<file path="src/rtl/leading_zero_pkg.sv">
// Shared helpers for the leading-zero counter tree.
// The leaf cell counts the leading zeros of one bit pair; an all-zero pair reports 2.
package leading_zero_pkg;

   function automatic logic [1:0] leaf_cnt(input logic [1:0] pair);
      logic [1:0] cnt;
      if (pair[1])
         cnt = 2'd0;
      else if (pair[0])
         cnt = 2'd1;
      else
         cnt = 2'd2;
      return cnt;
   endfunction

endpackage

</file>
<file path="src/rtl/leading_zero_node.sv">
// Tree-merge cell: combines two half-width leading-zero counts into one.
// An all-zero upper half defers to the lower half, offset by the half width.
module lz_node #(
   parameter int CNT_W = 6,
   parameter int HALF  = 16
) (
   input  logic [CNT_W-1:0] i_cnt_hi,
   input  logic             i_zero_hi,
   input  logic [CNT_W-1:0] i_cnt_lo,
   input  logic             i_zero_lo,
   output logic [CNT_W-1:0] o_cnt,
   output logic             o_zero
);

   assign o_cnt  = i_zero_hi ? (CNT_W'(HALF) + i_cnt_lo) : i_cnt_hi;
   assign o_zero = i_zero_hi & i_zero_lo;

endmodule

</file>
<file path="src/rtl/leading_zero.sv">
// Leading-zero counter built as a log2(WIDTH)-level merge tree, plus a
// registered copy of the count and an all-zero flag qualified by in_valid.
module leading_zero
   import leading_zero_pkg::*;
#(
   parameter int WIDTH = 32,
   parameter int IDX_W = $clog2(WIDTH) + 1
) (
   input  logic             CLK,
   input  logic             RESET_N,
   input  logic [WIDTH-1:0] seq,
   output logic [IDX_W-1:0] idx,
   input  logic             in_valid,
   output logic             out_valid,
   output logic [IDX_W-1:0] idx_q,
   output logic             zero_q
);

   localparam int LEVELS = $clog2(WIDTH);
   localparam int LEAVES = WIDTH / 2;

   // Heap layout: node 1 is the root, node n has children 2n (upper) and 2n+1 (lower).
   logic [IDX_W-1:0] w_cnt  [1:WIDTH-1];
   logic             w_zero [1:WIDTH-1];

   logic             r_out_valid;
   logic [IDX_W-1:0] r_idx_q;
   logic             r_zero_q;

   for (genvar j = 0; j < LEAVES; j++) begin : g_leaf
      assign w_cnt[LEAVES+j]  = IDX_W'(leaf_cnt(seq[WIDTH-1-2*j -: 2]));
      assign w_zero[LEAVES+j] = ~|seq[WIDTH-1-2*j -: 2];
   end

   for (genvar l = 0; l < LEVELS - 1; l++) begin : g_lvl
      for (genvar k = 0; k < (1 << l); k++) begin : g_node
         localparam int N = (1 << l) + k;
         lz_node #(
            .CNT_W (IDX_W),
            .HALF  (WIDTH >> (l + 1))
         ) u_node (
            .i_cnt_hi  (w_cnt[2*N]),
            .i_zero_hi (w_zero[2*N]),
            .i_cnt_lo  (w_cnt[2*N+1]),
            .i_zero_lo (w_zero[2*N+1]),
            .o_cnt     (w_cnt[N]),
            .o_zero    (w_zero[N])
         );
      end
   end

   assign idx = w_cnt[1];

   always_ff @(posedge CLK or negedge RESET_N) begin
      if (!RESET_N) begin
         r_out_valid <= 1'b0;
         r_idx_q     <= '0;
         r_zero_q    <= 1'b0;
      end else begin
         r_out_valid <= in_valid;
         if (in_valid) begin
            r_idx_q  <= w_cnt[1];
            r_zero_q <= w_zero[1];
         end
      end
   end

   assign out_valid = r_out_valid;
   assign idx_q     = r_idx_q;
   assign zero_q    = r_zero_q;

endmodule

</file>
<file path="config.mk">
export PLATFORM = sky130hd
export DESIGN_NAME = leading_zero
export DESIGN_NICKNAME = d
export VERILOG_FILES = /design/src/rtl/leading_zero_pkg.sv /design/src/rtl/leading_zero_node.sv /design/src/rtl/leading_zero.sv
export SDC_FILE = /design/constraint.sdc
export NUM_CORES = 1
export LEC_CHECK = 0
export BUFFER_PORTS_ARGS = -buffer_cell sky130_fd_sc_hd__buf_2
export CELL_PAD_IN_SITES_DETAIL_PLACEMENT = 0
export CELL_PAD_IN_SITES_GLOBAL_PLACEMENT = 1
export CORE_AREA = 3 3 43 74
export CTS_CLUSTER_SIZE = 25
export DETAILED_ROUTE_END_ITERATION = 8
export DIE_AREA = 0 0 46 77
export GPL_ROUTABILITY_DRIVEN = 0
export PLACE_DENSITY = 0.78
export SYNTH_ARGS = -nofsm -noshare
export SYNTH_HDL_FRONTEND = slang
export SYNTH_SLANG_ARGS = --single-unit
</file>
<file path="constraint.sdc">
create_clock -name CLK -period 1.5 [get_ports CLK]
set_clock_uncertainty 0.05 [all_clocks]
set_input_delay 0.075 -clock CLK [delete_from_list [all_inputs] [get_ports CLK]]
set_output_delay 0.075 -clock CLK [all_outputs]
set_load 0.1 [all_outputs]
</file>
Yosys cells after proc, flatten, opt, wreduce, memory -nomap -nowiden
Index checks and enable logic that the tools add are counted.
W data, S select, Z words.
Operators by class
  reductions and logical operators: 32
  $add $sub $neg: 15
  multiplexer cells: 47
  bitwise operators: 15
Operator list (count)
  $mux W6: 15
  $mux W2: 32
  $reduce_or A2 Y1: 16
  $add A2 B2 Y3 const A: 8
  $add A3 B6 Y6 const A: 4
  $logic_not A1 Y1: 16
  $and A1 B1 Y1: 15
  $add A4 B6 Y6 const A: 2
  $add A5 B6 Y6 const A: 1
Storage, ports and cells
  register bits: 8
  bits of input ports: 35
  logic and storage cells: 112
  output and inout bits: 14

Longest topological paths before layout
Gate-level depths: netlist (run 1).
  depth in word-level cells: 10
  depth in mapped cells: 5
  depth with buffers taken out: 5

By module
Synthesis (run 1) repeated with hierarchy kept, for this count alone.
Second synthesis, totals
  cell total of the unflattened synthesis: 288
  area, all modules: 2412.3 um^2
Modules (own cells, without submodules)
  lz_node (g_lvl[3].g_node[0].u_node ...): cells each 18, area an instance 132.6 um^2, instances 8
  lz_node (g_lvl[2].g_node[0].u_node ...): cells each 15, area an instance 128.9 um^2, instances 4
  leading_zero: cells each 49, area an instance 480.5 um^2, instances 1
  lz_node (g_lvl[1].g_node[0].u_node ...): cells each 12, area an instance 122.6 um^2, instances 2
  lz_node (g_lvl[0].g_node[0].u_node): cells each 11, area an instance 110.1 um^2, instances 1

Worst setup path after synthesis (run 1)
OpenSTA, ideal clock, no wires.
  path kind: input -> register
  start: input port seq[12]
  end: register r_idx_q[3], in the netlist idx_q[3]
  path slack: -1.403 ns
  required time: 1.374 ns
  data arrival time: 2.777 ns
  stages on the path: 5
  path buffers: 0
  cell sequence: or4_4 > nor2_4 > nand2_1 > a31oi_1 > mux2_2
On the way
  cells in the longest elaborated chain, start to end: 8
RTL lines
  from (decl): line leading_zero.sv:11  | input logic [WIDTH-1:0] seq,
  $mux W2: line leading_zero_pkg.sv:9  | else if (pair[0])
  $mux W2: line leading_zero_pkg.sv:7  | if (pair[1])
  $add A2 B2 Y3: line leading_zero_node.sv:15  | assign o_cnt = i_zero_hi ? (CNT_W'(HALF) + i_cnt_lo) : i_cnt_hi;
  $mux W6 (2 in series): line leading_zero_node.sv:15
  $mux W6 *: line leading_zero_node.sv:15
  $add A5 B6 Y6 *: line leading_zero_node.sv:15
  $mux W6 *: line leading_zero_node.sv:15
  net idx[3]: line leading_zero.sv:12  | output logic [IDX_W-1:0] idx,
  to (signal assigned): line leading_zero.sv:62  | r_idx_q <= w_cnt[1];
  to (decl): line leading_zero.sv:27  | logic [IDX_W-1:0] r_idx_q;
The timed path passes the listed nets; every way through them passes the cells marked *.
A chain may end at the register's enable or synchronous reset.

Worst setup path after layout (run 1)
  start: input port seq[9]
  end: output port idx[0]
On the way
  cells in the longest elaborated chain, start to end: 8
RTL lines (line)
  $mux W2: leading_zero_pkg.sv:7
  $add A2 B2 Y3: leading_zero_node.sv:15
  $mux W6: leading_zero_node.sv:15
  $add A3 B6 Y6: leading_zero_node.sv:15
  $mux W6: leading_zero_node.sv:15
  $mux W6 *: leading_zero_node.sv:15
  $add A5 B6 Y6 *: leading_zero_node.sv:15
  $mux W6 *: leading_zero_node.sv:15
  to (decl): leading_zero.sv:12
Every way passes the cells marked *; elsewhere a longest branch is shown, timed or not.

==> metrics.txt, run 1 <==
status finished, violations left; violated checks setup timing; maximum number of pins on one net before global-route repair 11; area of the mapped netlist 675.6 um^2; final setup slack of the worst path -277.9 ps; number of top-level design ports 49; kind of launch point of the worst setup path input pin; slowest cell on the critical path or4_4; setup repair after global routing missed its margin yes; Max Clk Rate 562.5 MHz; final-layout setup total negative slack -1180 ps; Hold/Removal Path Class input pin to register; antenna diode instance count 0; root buf cell clkbuf_8; Cells after Synth 81; Most used DFF post-synth dfrtp_1; Worst Hold Path Cells 1; startpoint of the worst register-to-register path zero_q$_DFFE_PN0P_; wire length of the first global-routing pass 4146 um; starting utilization of the core area 25.12%; number of max-capacitance violations reported 0; share of total power in the clock network 31.7%; maximum fanout along the worst path 3; Via Count 1036; FF+latch count, synth 7; final hold viol count 0; share of total power in sequential cells 24.2%; post-synth net total 116; share of total power consumed by net switching 36.11%; beginning of the worst hold path in_valid; sink of the worst hold path out_valid$_DFF_PN0_; post-layout util 61.12%; Pre-Repair DR Iteration Count 4; register clock-pin slew on the reported worst setup and hold paths 40 ps; required time of the critical path 1370 ps; clock tree buffer depth 2; minimum setup slack after placement -301.0 ps; detailed-route wire length 2813 um; remaining number of nets flagged by the antenna check after routing 0; antenna violations before repair 0; switching power summed over all nets 0.3026 mW; Logic pwr share 44.1%; row count 25; full die area 3542 um^2; fraction of registers with async set/reset 100.0%; most used standard cell by instance count after synthesis nor2_1; leakage power figure 0.7674 nW; period utilization 118.5%; clock buffers created by TritonCTS 3; proportion of layout cells with a drive suffix above 1 69.49%; maximum vdd ir drop 0.4950 mV; post-detail-place hpwl 2257 um; CP peak stage delay 530 ps; post-synthesis cell type with the largest combined area dfrtp_1; # DRC 0; data arrival at the endpoint of the critical path 1650 ps; Chip Height 77 um; Cell Int Power 0.5354 mW; mean area per synthesized cell 8.341 um^2; cell types with the highest counts after synthesis 10 x nor2_1, 9 x a21oi_1, 7 x dfrtp_1, 6 x inv_1; category of the critical setup timing path input pin to primary output; count of warnings emitted by yosys 0; via count of the first global-routing pass 1054; max-slew violations 0; power density of the placed cells 509.7 nW/um^2; kind of end point of the critical path primary output; CTS tree done; CTS H-Tree Depth 1; worst-path cell chain buf_2 -> or4_4 -> nor2_4 -> o221a_2 -> a2111oi_4 -> or3_4 -> buf_12; Starting DRT DRC Count 17; sequential-to-total area share from yosys stat 25.93%; fraction of synthesized cell area taken by the top area cell type 25.93%; drt via density 5.078; Register-to-Register Path Depth 1; flop2flop setup slack 670 ps; Die X 46 um; actual transition at the worst max-transition pin 479.6 ps; later-pin clock latency in the skew report 220 ps; number of setup violations in the final report 9; count of flip-flops with a built-in enable after synthesis 0; wire per inst 13.79 um; Crit Reg-Reg Endpoint zero_q$_DFFE_PN0P_; final layout net count 213; placeable core region 2690 um^2; total clock sinks 7; post-synth cell types 31; overall power 0.8379 mW; growth of design area from synthesis to finish 143.3%; global-route congestion overflow total 0; top cells by area, synth dfrtp_1 26%, nor4_2 9.3%, a21oi_1 6.7%, nor2_1 5.6%, mux2_2 5.0%; final critical path time including I/O delays and setup 1778 ps; number of buffer cells added on primary ports 48; overall routing resource usage 15.22%; worst-case headroom to the max-slew limit 67.73%
==> worst max-delay path: cells and delay by family <==
kind,cells,cell delay (ps)
and+or+nand+nor,3,1030
buffers and inverters,2,280
AOI/OAI and AO/OA,2,250
==> per-stage QoR <==
step	area (um^2)	cells	hold slack, ps
floorplan	780.7	81	-270.6
global placement	1411	191	-139.6
detailed placement	1411	191	-136.3
CTS	1563	202	30.19
global route	1644	204	41.03
finish	1644	204	32.67
==> power groups by stage <==
stage	sequential [mW]	combinational [mW]	clock (mW)
floorplan	0.270	0.0992	0
global placement	0.205	0.335	0
detailed placement	0.205	0.343	0
CTS	0.202	0.361	0.270
global route	0.203	0.392	0.286
finish	0.203	0.370	0.266
==> cells in the final DEF, fill, tap and decap left out, types with 5 or more instances in the layout <==
cell     instances
buf_4           44
buf_2           37
nor2_1          10
dfrtp_1          7
inv_1            6
a21oi_1          6
buf_6            6
buf_12           6
nor4_4           5
==> cell families (layout without fill, tap and decap cells) <==
kind of cell / Yosys count / after routing / synth area share, %
muxes: 4 / 4 / 6.666
AOI/OAI and AO/OA: 27 / 27 / 28.52
buffers and inverters: 9 / 105 / 6.110
DFF: 7 / 7 / 25.93
and+or+nand+nor: 34 / 34 / 32.78
==> metal layers <==
layer | track usage (%) | part of all wire, % | vias up
li1 | - | - | 503
met1 | 14.18 | 33 | 490
met2 | 31.08 | 61 | 39
met3 | 1.408 | 5.0 | 4
met4 | 3.704 | 0.71 | 0
met5 | 0 | 0 | -
==> state kept, by name (all words and copies together), names as in the netlist <==
register	count
out_valid	1
zero_q	1
idx_q	5
==> what timing repair did <==
item                                    in CTS  in global routing
endpoints found under the setup margin       7                  9
endpoints found under the hold margin        7                  0
gates resized for setup                     12                 13
setup buffers                                6                  4
pin swaps                                    8                  7
hold buffers                                 1                  0
==> worst max path at each step <==
stage | endpoint | start | cells past startpoint | slack, ps
3_3_place_gp | idx[0] | seq[12] | 7 | -280
4_1_cts | idx[0] | seq[15] | 7 | -280
3_5_place_dp | idx[0] | seq[12] | 7 | -300
6_report | idx[0] | seq[9] | 7 | -280
5_1_grt | idx[1] | seq[9] | 7 | -320
2_1_floorplan | idx_q[1]$_DFFE_PN0P_ | seq[12] | 5 | -700
==> cell type report <==
type                            count  area, um^2
Tap cell                           27       33.78
Timing Repair Buffer               95       728.2
Fill cell                         219        1046
Sequential cell                     7       175.2
Multi-Input combinational cell     65       639.4
Clock buffer                        4       45.04
Inverter                            6       22.52
Power figures use the tool's default switching activity.
==> run 2, diff against run 1 <==
--- a/config.mk
+++ b/config.mk
@@ -8,12 +8,13 @@
 export BUFFER_PORTS_ARGS = -buffer_cell sky130_fd_sc_hd__buf_2
 export CELL_PAD_IN_SITES_DETAIL_PLACEMENT = 0
 export CELL_PAD_IN_SITES_GLOBAL_PLACEMENT = 1
-export CORE_AREA = 3 3 43 74
+export CORE_AREA = 3 3 62 107
 export CTS_CLUSTER_SIZE = 25
 export DETAILED_ROUTE_END_ITERATION = 8
-export DIE_AREA = 0 0 46 77
+export DIE_AREA = 0 0 65 110
 export GPL_ROUTABILITY_DRIVEN = 0
-export PLACE_DENSITY = 0.78
+export PLACE_DENSITY = 0.83
 export SYNTH_ARGS = -nofsm -noshare
 export SYNTH_HDL_FRONTEND = slang
+export SYNTH_HIERARCHICAL = 1
 export SYNTH_SLANG_ARGS = --single-unit
==> run 2 against run 1 <==
Net effect:
- the flow still finishes with violations (setup timing)
- hold slack gained 30 ps
- count of clock-buffer cells in the layout shrank 1
- design area grew to 2.6 times the previous value
- flip-flop and latch count grew 1
- maximum frequency shrank 23%
- critical path type unchanged
- highest routed layer unchanged
- sequential share of layout area shrank 5.9 points
==> metrics.txt, run 2 <==
status finished, violations left; violated checks setup timing; Chip Height 110 um; number of setup violations in the final report 12; placeable core region 5879 um^2; Pre-Repair DR Iteration Count 3; wire length of the first global-routing pass 9466 um; GRT Max-Usage Layer met2; most common cell after layout, fill and taps aside conb_1; starting utilization of the core area 41.03%; multi-input combinational cell area 2759 um^2; slowest cell on the critical path mux2_4; leakage power figure 2.006 nW; antenna violations before repair 0; FF+latch count, synth 8; proportion of layout cells with a drive suffix above 1 46.15%; sequential-to-total area share from yosys stat 8.299%; Die X 65 um; later-pin clock latency in the skew report 220 ps; count of warnings emitted by yosys 6; kind of end point of the critical path primary output; Most used DFF post-synth dfrtp_1; post-detail-place hpwl 4661 um; flop2flop setup slack 690 ps; Cell Count, Final, Fillers Out 559; maximum number of pins on one net before global-route repair 10; CTS H-Tree Depth 1; max-slew violations 0; overall power 1.979 mW; CP peak stage delay 300 ps; maximum fanout along the worst path 2; met2 Resource Use GR 36.63%; most used cell along the critical path ha_4; WHS 62.92 ps; worst-path cell chain buf_8 -> nor2_4 -> ha_4 -> mux2_4 -> ha_4 -> xnor2_1 -> a21oi_2 -> ha_4 -> mux2_4 -> xnor2_4 -> a21oi_4 -> buf_12; remaining number of nets flagged by the antenna check after routing 0; most used standard cell by instance count after synthesis nor2_1; commonest non-fill, non-tap cells in the layout 96 x conb_1, 47 x mux2_4, 41 x buf_4; kind of launch point of the worst setup path input pin; final layout net count 532; clock buffers created by TritonCTS 3; number of top-level design ports 49; fraction of registers with async set/reset 100.0%; Cells after Synth 288; Starting DRT DRC Count 27; Max Clk Rate 432.4 MHz; post-synth cell types 16; share of total power in sequential cells 12.9%; final hold viol count 0; final critical path time including I/O delays and setup 2312 ps; register clock-pin slew on the reported worst setup and hold paths 40 ps; share of total power consumed by net switching 43.76%; Placed Cells 535; count of fill cells added during filler insertion 451; Hold/Removal Path Class input pin to register; total clock sinks 8; overall routing resource usage 16.28%; data arrival at the endpoint of the critical path 2190 ps; detailed-route wire length 5816 um; met3 Use GR 1.420%; wire per inst 10.40 um; row count 37; Logic pwr share 74.7%; number of buffer cells added on primary ports 48; number of max-capacitance violations reported 0; antenna diode instance count 0; setup repair after global routing missed its margin yes; Cell Int Power 1.113 mW; post-synthesis cell type with the largest combined area mux2_4; via count of the first global-routing pass 2362; required time of the critical path 1370 ps; full die area 7150 um^2; number of flip-flops under the largest register name 6; cell types with the highest counts after synthesis 51 x nor2_1, 47 x mux2_4, 35 x a21oi_1, 20 x nand3_1, 20 x xor2_1; top cells by area, synth mux2_4 29%, dfrtp_1 8.3%, nor2_1 7.9%, a21oi_1 7.3%, ha_1 7.3%; count of flip-flops with a built-in enable after synthesis 0; switching power summed over all nets 0.8659 mW; root buf cell clkbuf_8; final setup slack of the worst path -812.4 ps; power density of the placed cells 465.7 nW/um^2; area of the mapped netlist 2412 um^2; global-route congestion overflow total 0; # DRC 0; growth of design area from synthesis to finish 76.14%; period utilization 154.2%; Storage cell area 200.2 um^2; fraction of synthesized cell area taken by the top area cell type 29.25%; mean area per synthesized cell 8.376 um^2; clock tree buffer depth 2; M1 GR Usage 14.56%; CTS tree done; share of total power in the clock network 12.4%; Via Count 2333; category of the critical setup timing path input pin to primary output; drt via density 4.174; maximum vdd ir drop 0.3329 mV
-- run 2: cell count changes after synthesis, sizes merged, moves of 9 or more --
| cell | previous run | this run |
|---|---|---|
| nor2 | 11 | 51 |
| buf | 3 | 16 |
| xnor2 | 0 | 15 |
| ha | 0 | 14 |
| mux2 | 4 | 47 |
| nor2b | 2 | 16 |
| and2 | 0 | 15 |
| inv | 6 | 15 |
| a21oi | 9 | 35 |
| mux2i | 0 | 15 |
| nand3 | 0 | 20 |
| xor2 | 0 | 20 |
-- run 2: critical path, delay by kind of cell --
family          cells  cell delay, ps
compound gates      2             370
xor+xnor            2             280
fa+ha+maj           3             570
buf+inv             2             260
mux                 2             570
simple gates        1              40
-- run 2: per-layer routing --
metal  part of all wire, %  vias to the layer above
met1                    33                     1038
met4                   1.9                        0
met5                     0                        -
li1                      -                     1260
met3                   1.7                        8
met2                    64                       27
-- run 2: power by group through the flow --
| stage | Clock (mW) | Sequential, mW | Combinational, mW |
|---|---|---|---|
| floorplan | 0 | 0.440 | 0.755 |
| global placement | 0 | 0.257 | 1.23 |
| CTS | 0.250 | 0.255 | 1.41 |
| global route | 0.261 | 0.257 | 1.59 |
| finish | 0.246 | 0.255 | 1.48 |
| detailed placement | 0 | 0.258 | 1.25 |
-- run 2: cell families after synthesis --
family / after synthesis / share of synthesized area, %
compound gates: 35 / 7.261
xor+xnor: 35 / 12.71
fa+ha+maj: 14 / 7.261
buf+inv: 31 / 8.558
flops: 8 / 8.299
mux: 62 / 35.48
other cells: 1 / 0.1555
simple gates: 102 / 20.28
-- run 2: metrics by stage --
step | util, % | setup TNS, ps | setup WS (ps) | instance area (um^2)
3_5_place_dp | 60.42 | -8234 | -952.8 | 3552
4_1_cts | 69.23 | -5313 | -847.0 | 4070
6_report | 72.27 | -5326 | -812.4 | 4249
3_3_place_gp | 60.42 | -7951 | -929.0 | 3552
2_1_floorplan | - | -7225 | -1254 | 2994
5_1_grt | 72.27 | -6009 | -896.8 | 4249
-- run 2: final cells by class --
class,instances,area share [%]
Timing Repair Buffer,111,25.77
Inverter,15,1.325
Sequential cell,8,4.711
Clock buffer,3,0.9717
Tap cell,78,2.297
Multi-Input combinational cell,344,64.93
-- run 2: final timing paths --
check | from | end | cells after the start
worst max-delay path | seq[0] | idx[5] | 12
worst min-delay path | in_valid | out_valid$_DFF_PN0_ | 1
worst max register to register | idx_q[5]$_DFFE_PN0P_ | idx_q[5]$_DFFE_PN0P_ | 1
worst min register to register | idx_q[1]$_DFFE_PN0P_ | idx_q[1]$_DFFE_PN0P_ | 1
max in group asynchronous | RESET_N | idx_q[0]$_DFFE_PN0P_ | 2
min in group asynchronous | RESET_N | zero_q$_DFFE_PN0P_ | 2
-- run 2: what timing repair did --
item                                    in CTS  in global routing
hold buffers                                 1                  0
pin swaps                                   16                 16
endpoints found under the setup margin      12                 13
cloned                                       0                  0
setup buffers                               12                 11
endpoints found under the hold margin        8                  0
resized for setup                           71                 33
==> run 3, diff against run 2 <==
==> constraint.sdc (replaced) <==
create_clock -name CLK -period 1.5 [get_ports CLK]
set_clock_uncertainty 0.05 [all_clocks]
set_input_delay 0.3 -clock CLK [delete_from_list [all_inputs] [get_ports CLK]]
set_output_delay 0.3 -clock CLK [all_outputs]
set_load 0.1 [all_outputs]
==> run 3 against run 2 <==
Net effect:
- the run still ends with setup timing left
- largest power group unchanged
- via count fell by 0.86%
- critical path depth shrank 1
- global-route usage increased by 1.6 points
- total power shrank 2.2%
==> metrics.txt, run 3 (synthesis results as in run 2) <==
status finished, violations left; violated checks setup timing; Cell Area, Placed 3527 um^2; starting utilization of the core area 41.03%; data arrival at the endpoint of the critical path 2430 ps; Logic pwr share 73.6%; via count of the first global-routing pass 2361; kind of launch point of the worst setup path input pin; Placed Cells 532; overall routing resource usage 17.92%; commonest non-fill, non-tap cells in the layout 96 x conb_1, 47 x mux2_4, 38 x buf_4; row count 37; final-layout setup total negative slack -9926 ps; final hold viol count 0; Chip Height 110 um; full die area 7150 um^2; # DRC 0; Worst Hold Path Cells 1; period utilization 185.1%; maximum vdd ir drop 0.3251 mV; growth of design area from synthesis to finish 68.98%; category of the critical setup timing path input pin to primary output; post-layout util 69.33%; number of setup violations in the final report 13; maximum number of pins on one net before global-route repair 10; leakage power figure 1.921 nW; antenna violations before repair 0; number of flip-flops under the largest register name 6; slowest cell on the critical path mux2_4; share of total power consumed by net switching 45.16%; Cell Int Power 1.061 mW; root buf cell clkbuf_8; Pre-Repair DR Iteration Count 4; beginning of the worst hold path in_valid; share of total power in sequential cells 13.2%; placeable core region 5879 um^2; Hold/Removal Path Class input pin to register; startpoint of the worst register-to-register path idx_q[0]$_DFFE_PN0P_; number of top-level design ports 49; kind of end point of the critical path primary output; minimum setup slack after placement -1373 ps; post-route standard cell area excluding fillers 4076 um^2; proportion of layout cells with a drive suffix above 1 44.26%; final critical path time including I/O delays and setup 2777 ps; clock buffers created by TritonCTS 3; most common cell after layout, fill and taps aside conb_1; number of max-capacitance violations reported 0; final layout net count 521; later-pin clock latency in the skew report 230 ps; power density of the placed cells 474.8 nW/um^2; remaining number of nets flagged by the antenna check after routing 0; drt via density 4.221; post-detail-place hpwl 4764 um; maximum fanout along the worst path 2; number of buffer cells added on primary ports 48; switching power summed over all nets 0.8741 mW; global-route congestion overflow total 0; Crit Reg-Reg Endpoint idx_q[0]$_DFFE_PN0P_; max-slew violations 0; detailed-route wire length 6094 um; total clock sinks 8; Register-to-Register Path Depth 1; antenna diode instance count 0; Max Clk Rate 360.1 MHz; flop2flop setup slack 670 ps; wire length of the first global-routing pass 10090 um; CP peak stage delay 310 ps; Die X 65 um; CP Buf/Inv Count 2; setup repair after global routing missed its margin yes; register clock-pin slew on the reported worst setup and hold paths 40 ps; CTS H-Tree Depth 1; clock tree buffer depth 2; family of cells with the greatest summed delay on the critical path multiplexers; CTS tree done; share of total power in the clock network 13.2%; Starting DRT DRC Count 37; required time of the critical path 1150 ps; Via Count 2313; worst-path cell chain buf_8 -> nor2_4 -> ha_4 -> mux2_4 -> ha_4 -> mux2_4 -> ha_4 -> mux2_4 -> xnor2_4 -> a21oi_4 -> buf_12; sink of the worst hold path out_valid$_DFF_PN0_; final setup slack of the worst path -1277 ps; wire per inst 11.12 um; Cell Count, Final, Fillers Out 548
-- run 3: power by group through the flow --
stage | Combinational, mW | Sequential [mW] | Clock (mW)
after global placement | 1.20 | 0.256 | 0
after CTS | 1.36 | 0.255 | 0.262
final | 1.42 | 0.256 | 0.256
after floorplan | 0.755 | 0.440 | 0
after global routing | 1.53 | 0.259 | 0.273
after detailed placement | 1.23 | 0.257 | 0
-- run 3: metrics by stage --
stage,hold slack [ps],power [mW]
2_1_floorplan,-45.59,1.195
3_3_place_gp,93.61,1.459
3_5_place_dp,97.90,1.486
4_1_cts,273.5,1.877
5_1_grt,283.9,2.063
6_report,293.3,1.936
-- run 3: worst max-delay path by stage --
| stage | start | end | slack, ps | cells after the start |
|---|---|---|---|---|
| 2_1_floorplan | seq[0] | idx_q[5]$_DFFE_PN0P_ | -1480 | 10 |
| 3_3_place_gp | seq[0] | idx[5] | -1340 | 12 |
| 3_5_place_dp | seq[1] | idx[5] | -1370 | 12 |
| 4_1_cts | seq[0] | idx[5] | -1310 | 11 |
| 5_1_grt | seq[1] | idx[5] | -1340 | 12 |
| 6_report | seq[1] | idx[5] | -1280 | 11 |
-- run 3: what timing repair did --
action | CTS | global route
hold endpoints to repair | 8 | 0
hold buffers | 1 | 0
gates resized for setup | 60 | 23
buffers inserted | 8 | 4
pin swaps | 14 | 15
endpoints found under the setup margin | 13 | 13
-- run 3: metal layers --
metal | global-route usage [%] | wire (um)
met1 | 15.54 | 1972
met2 | 40.59 | 3917
met3 | 0.7099 | 64
met4 | 6.051 | 140
met5 | 0 | 0
-- run 3: final cells by class --
| type | count | area, um^2 |
|---|---|---|
| multi-input cells | 344 | 2750 |
| repair buffers | 100 | 928.4 |
| flip-flops and latches | 8 | 200.2 |
| inverters | 15 | 58.81 |
| well taps | 78 | 97.59 |
| clock buffers | 3 | 41.29 |
| fillers | 497 | 1803 |
